**config.mk**
```make
export PLATFORM = sky130hd
export DESIGN_NAME = dram_cache_req_arbiter
export DESIGN_NICKNAME = d
export VERILOG_FILES = /design/src/rtl/dram_cache_req_arbiter.sv
export SDC_FILE = /design/constraint.sdc
export NUM_CORES = 1
export LEC_CHECK = 0
export ABC_CLOCK_PERIOD_IN_PS = 6700
export CAP_MARGIN = 0
export CORE_MARGIN = 2
export CORE_UTILIZATION = 39
export CTS_CLUSTER_DIAMETER = 50
export DETAILED_ROUTE_END_ITERATION = 12
export PLACE_DENSITY = 0.83
export SYNTH_ARGS = -nofsm -noshare
export SYNTH_HDL_FRONTEND = slang
export SYNTH_SLANG_ARGS = --single-unit
```
**constraint.sdc**
```tcl
create_clock -name clk -period 6.7 [get_ports clk]
set_input_delay 2.01 -clock clk [delete_from_list [all_inputs] [get_ports clk]]
set_output_delay 2.01 -clock clk [all_outputs]
set_load 0.005 [all_outputs]
```
**src/rtl/dram_cache_req_arbiter.sv**
```systemverilog
// rtl/dram_cache_req_arbiter.sv - read/write request arbiter with per-set ordering for the DRAM-cache tag lookup
module dram_cache_req_arbiter #(
    parameter int ID_W         = 16,
    parameter int ADDR_W       = 64,
    parameter int OFFSET_W     = 6,
    parameter int INDEX_W      = 4,
    parameter int MAX_RD_BURST = 4
) (
    input  logic                    clk,
    input  logic                    rst_n,
    input  logic [ID_W-1:0]         arid_i,
    input  logic [ADDR_W-1:0]       araddr_i,
    input  logic                    arvalid_i,
    output logic                    arready_o,
    input  logic                    fifo_empty_i,
    input  logic [ID_W+ADDR_W:0]    fifo_data_i,
    input  logic                    fifo_afull_i,
    output logic                    fifo_rden_o,
    output logic                    req_valid_o,
    input  logic                    req_ready_i,
    output logic                    req_write_o,
    output logic [ID_W-1:0]         req_id_o,
    output logic [ADDR_W-1:0]       req_addr_o,
    output logic [INDEX_W-1:0]      req_index_o,
    input  logic                    done_valid_i,
    input  logic [INDEX_W-1:0]      done_index_i,
    output logic [(1<<INDEX_W)-1:0] busy_o
);

    localparam int NSETS = 1 << INDEX_W;
    localparam int CNT_W = $clog2(MAX_RD_BURST + 1);

    logic [INDEX_W-1:0] w_rd_idx;
    logic [INDEX_W-1:0] w_wr_idx;
    logic [INDEX_W-1:0] w_grant_idx;
    logic [ID_W-1:0]    w_wr_id;
    logic [ADDR_W-1:0]  w_wr_addr;
    logic               w_unused_fifo_bit;
    logic [NSETS-1:0]   w_done_mask;
    logic [NSETS-1:0]   w_eff_busy;
    logic [NSETS-1:0]   w_grant_mask;
    logic               w_rd_ok;
    logic               w_wr_ok;
    logic               w_stage_free;
    logic               w_burst_done;
    logic               w_grant_wr;
    logic               w_grant_rd;

    logic [NSETS-1:0]   r_busy;
    logic [CNT_W-1:0]   r_rd_cnt;
    logic               r_req_valid;
    logic               r_req_write;
    logic [ID_W-1:0]    r_req_id;
    logic [ADDR_W-1:0]  r_req_addr;
    logic [INDEX_W-1:0] r_req_index;

    // FIFO head layout: {spare bit, id, addr}; the spare bit carries nothing here
    assign w_wr_addr         = fifo_data_i[ADDR_W-1:0];
    assign w_wr_id           = fifo_data_i[ADDR_W +: ID_W];
    assign w_unused_fifo_bit = fifo_data_i[ID_W+ADDR_W];

    assign w_rd_idx = araddr_i[OFFSET_W +: INDEX_W];
    assign w_wr_idx = w_wr_addr[OFFSET_W +: INDEX_W];

    // Eligibility and grant: a same-cycle retire frees its set for this check
    always_comb begin
        w_done_mask  = '0;
        w_eff_busy   = '0;
        w_rd_ok      = 1'b0;
        w_wr_ok      = 1'b0;
        w_stage_free = 1'b0;
        w_burst_done = 1'b0;
        w_grant_wr   = 1'b0;
        w_grant_rd   = 1'b0;
        w_grant_idx  = '0;
        w_grant_mask = '0;

        if (done_valid_i) begin
            w_done_mask = NSETS'(1) << done_index_i;
        end
        w_eff_busy   = r_busy & ~w_done_mask;
        w_rd_ok      = arvalid_i & ~w_eff_busy[w_rd_idx];
        w_wr_ok      = ~fifo_empty_i & ~w_eff_busy[w_wr_idx];
        w_stage_free = ~r_req_valid | req_ready_i;
        w_burst_done = (r_rd_cnt == CNT_W'(MAX_RD_BURST));

        if (w_stage_free) begin
            if (w_wr_ok & (fifo_afull_i | w_burst_done | ~w_rd_ok)) begin
                w_grant_wr = 1'b1;
            end else if (w_rd_ok) begin
                w_grant_rd = 1'b1;
            end
        end

        w_grant_idx = w_grant_wr ? w_wr_idx : w_rd_idx;
        if (w_grant_wr | w_grant_rd) begin
            w_grant_mask = NSETS'(1) << w_grant_idx;
        end
    end

    // Handshakes are forced low while reset is held
    assign arready_o   = w_grant_rd & rst_n;
    assign fifo_rden_o = w_grant_wr & rst_n;

    // Output stage: load on grant, hold under backpressure, drop valid on acceptance
    always_ff @(posedge clk or negedge rst_n) begin
        if (!rst_n) begin
            r_req_valid <= 1'b0;
            r_req_write <= 1'b0;
            r_req_id    <= '0;
            r_req_addr  <= '0;
            r_req_index <= '0;
        end else if (w_grant_wr) begin
            r_req_valid <= 1'b1;
            r_req_write <= 1'b1;
            r_req_id    <= w_wr_id;
            r_req_addr  <= w_wr_addr;
            r_req_index <= w_wr_idx;
        end else if (w_grant_rd) begin
            r_req_valid <= 1'b1;
            r_req_write <= 1'b0;
            r_req_id    <= arid_i;
            r_req_addr  <= araddr_i;
            r_req_index <= w_rd_idx;
        end else if (req_ready_i) begin
            r_req_valid <= 1'b0;
        end
    end

    // Busy bitmap: retire clears, grant sets, and a grant wins over a retire to the same set
    always_ff @(posedge clk or negedge rst_n) begin
        if (!rst_n) begin
            r_busy <= '0;
        end else begin
            r_busy <= (r_busy & ~w_done_mask) | w_grant_mask;
        end
    end

    // Read-burst counter: only counts reads that held off an eligible write
    always_ff @(posedge clk or negedge rst_n) begin
        if (!rst_n) begin
            r_rd_cnt <= '0;
        end else if (w_grant_wr) begin
            r_rd_cnt <= '0;
        end else if (w_grant_rd & w_wr_ok & ~w_burst_done) begin
            r_rd_cnt <= r_rd_cnt + CNT_W'(1);
        end
    end

    assign req_valid_o = r_req_valid;
    assign req_write_o = r_req_write;
    assign req_id_o    = r_req_id;
    assign req_addr_o  = r_req_addr;
    assign req_index_o = r_req_index;
    assign busy_o      = r_busy;

endmodule

```
==> impl_results.md <==
- Critical Path Stages: 11
- Final ANT Viol Nets: 0
- Number of synthesized register bits: 101
- MaxCap Viol Count: 0
- Post-synth EDFFs: 0
- Fill cells: 997
- Synthesized area: 0.00508 mm2
- CP Launch Type: input pin
- Synth cell types: 60
- Tot Pwr: 0.00310 W
- GP Congestion: 0.961
- Pin count of the biggest net entering global routing: 86
- Cell taking the most area after synthesis: dfrtp_1
- Buffers & Inverters on Critical Path: 4
- Chip Width: 118 um
- Register area: 0.00253 mm2
- Combinational power share: 46.8%
- Via density: 5.54
- Pre-CTS setup slack: -0.0961 ns
- Number of DRC markers in iteration 0: 410
- Fin Setup TNS: 0 ns
- First-pass GRT wire length: 28200 um
- Cell family with most CP delay: buffers and inverters
- Min-Delay Path Depth: 2
- Synth top area share: 49.8%
- Clock buffer depth: 2
- Die area: 0.0139 mm2
- Crit Path Max Fanout: 5
- Area grow syn2layout: 66.4%
- Layout cell share with drive strength beyond 1: 9.53%
- Critical Path Sink Type: output pin
- Switch share: 32.3%
- Num rows: 41
- Routed wire length: 17700 um
- Most used cell, CP: buf_4
- Mapped Cells: 544
- Clock Sinks: 101
- Number of CTS-inserted buffers: 9
- CP Launch Point: done_index_i[1]
- Clk_lat worst skew: 0.34 ns
- Top cells by count, synth: dfrtp_1 (101), o22ai_1 (77), nand2_1 (74), o21ai_1 (59), nor2_1 (34)
- Initial Util: 40.1%
- Sequential share of power: 35.5%
- F_max: 151 MHz
- Tmin final: 6.61 ns
- CP Class: input pin to output pin
- Core area: 0.0127 mm2
- DR DRC count: 0
- Final slew viol count: 0
- Gr usage total: 24.8%
- Final #Nets: 999
- Worst ir drop on vdd: 188 uV
- Post-synthesis sequential area ratio: 49.8%
- Slew margin rel.: 21.2%
- HPWL Detailed: 13100 um
- Slowest cell delay on critical path: 0.57 ns
- Pwr dens: 367 mW/mm2
- Synth top area cells: dfrtp_1 (50%), o22ai_1 (9.5%), o21ai_1 (5.8%), nand2_1 (5.5%), nor2_1 (2.5%)
- Crit-path cells: clkdlybuf4s50_1 -> buf_4 -> nand4bb_1 -> o21a_1 -> a211o_1 -> a41oi_2 -> o21ai_4 -> buf_4 -> o21ba_4 -> and2_1 -> dlygate4sd2_1
- Predominant post-synthesis flop cell: dfrtp_1
- Initial antenna violation count: 0
- Die height: 118 um
- CTS root buf: clkbuf_16
- Synth Area per Inst: 9.33 um2
- RSZ-0062 raised after global routing: no
- Drt first pass iters: 5
- Slew of the pin with the lowest slew margin: 1.18 ns
- Number of global-route vias before repair: 5612
- Slowest cell on crit path: clkdlybuf4s50_1
- Multi-input gate area: 0.00229 mm2
- Async set-reset flop share out of synthesis: 100%
- CTS Hold Buffers Added: 0
- Net load switching power: 0.00100 W
- Clock skew: 0.00940 ns
- DR vias: 5543
- P_int: 0.00210 W
- Clock power share: 17.7%
- Fin crit share: 98.7%
- Overflow after GRT: 0
- Hold wc startpoint: req_write_o$_DFFE_PN0P_
- Clock transition at the registers of the reported paths: 0.06 ns
- Most frequent cell after synthesis: dfrtp_1
- R2r setup slk: 3.04 ns
- CTS tree: done
- Routed wire length per instance: 17.7 um
- Standby leakage power: 3.35 nW
- IO Count: 276
- Synth warn: 0
- N_diodes: 0
- Final hold viol count: 0
- HP Class: flip-flop to flip-flop
- Synthesized Nets: 718
- Req. time, crit path: 4.69 ns
- Worst EP arrival: 4.60 ns
- H-tree depth: 3
- Worst setup margin: 0.0894 ns
- Port Buffers: 274
- Worst Reg2Reg Path Length in Cells: 11
- Final setup viols: 0
- Worst reg2reg startpoint: busy_o[5]$_DFF_PN0_
- Status: finished, final reports clean
## layout make-up
class | instances | share of cell area [%]
clock buffer | 10 | 2.71
multi-input combinational | 388 | 27.2
inverter | 7 | 0.311
clock inverter | 5 | 0.992
timing repair buffer | 318 | 36.4
tap | 172 | 2.55
sequential | 101 | 29.9
## layer usage
metal / wire (um) / vias up / global-route usage, %
met5: 0 / - / 0
met4: 337 / 0 / 7.68
met3: 1420 / 29 / 6.59
met2: 8910 / 282 / 43.6
met1: 7050 / 2667 / 29.3
li1: - / 2565 / -
## worst paths after layout
check | to
setup / recovery | arready_o
hold / removal | req_write_o$_DFFE_PN0P_
setup reg to reg | busy_o[2]$_DFF_PN0_
hold reg to reg | req_write_o$_DFFE_PN0P_
max in group asynchronous | req_addr_o[6]$_DFFE_PN0P_
min in group asynchronous | r_rd_cnt[2]$_DFFE_PN0P_
## power groups by stage
stage                     Clock (W)  Combinational [W]  Sequential (W)
after CTS                  0.000563            0.00146         0.00110
after floorplan                   0           0.000532         0.00110
after global routing       0.000590            0.00156         0.00113
final                      0.000550            0.00145         0.00110
after detailed placement          0            0.00145         0.00110
after global placement            0            0.00141         0.00109
## sequential cells by signal (all words and copies together), names as in the netlist
register     cells
busy_o          16
r_rd_cnt         3
req_id_o        16
req_addr_o      64
req_valid_o      1
req_write_o      1
## layout by cell type, fill, tap and decap left out, drive strengths merged, types with 3 or more instances in the layout
cell / count
a21oi: 7
and2: 4
o311ai: 3
buf: 45
dfrtp: 101
a22oi: 7
nor2: 34
nand2: 74
dlygate4sd2: 3
o21ai: 86
inv: 8
o22ai: 77
o211ai: 6
nand2b: 4
mux2: 4
clkbuf: 10
nor3: 24
o2111ai: 3
mux2i: 9
clkdlybuf4s50: 268
## cells by family after synthesis
kind of cell | synth area share [%]
buffers and inverters | 5.89
adder cells (fa/ha/maj) | 0.493
flip-flops | 49.8
XOR/XNOR | 0.345
AND/OR/NAND/NOR | 14.4
AO/OA/AOI/OAI | 26.4
multiplexers | 2.66
## per-stage QoR
step | std cells | instance area, um2 | hold slack [ns] | utilization (%)
floorplan | 544 | 5080 | 0.471 | -
global placement | 985 | 8090 | 0.457 | 63.8
detailed placement | 985 | 8090 | 0.467 | 63.8
CTS | 1001 | 8440 | 0.483 | 66.6
global route | 1001 | 8450 | 0.492 | 66.7
finish | 1001 | 8450 | 0.476 | 66.7
## worst register-to-register path, cell delays in order (launching register included)
cell      delay (ns)
dfrtp_1         0.42
mux2i_1         0.10
a21oi_1         0.15
o311ai_0        0.18
a221oi_2        0.42
buf_4           0.18
a211oi_2        0.04
nor3_4          0.18
buf_4           0.53
buf_4           0.75
mux2_1          0.47
o21bai_1        0.17
## what timing repair did
action / CTS / global route
pin swaps: 3 / 1
resized for setup: 9 / 3
setup endpoints to repair: 2 / 2
endpoints found under the hold margin: 0 / 0
buffers inserted: 1 / 0
Note: power is estimated with default switching activity, not from simulation.
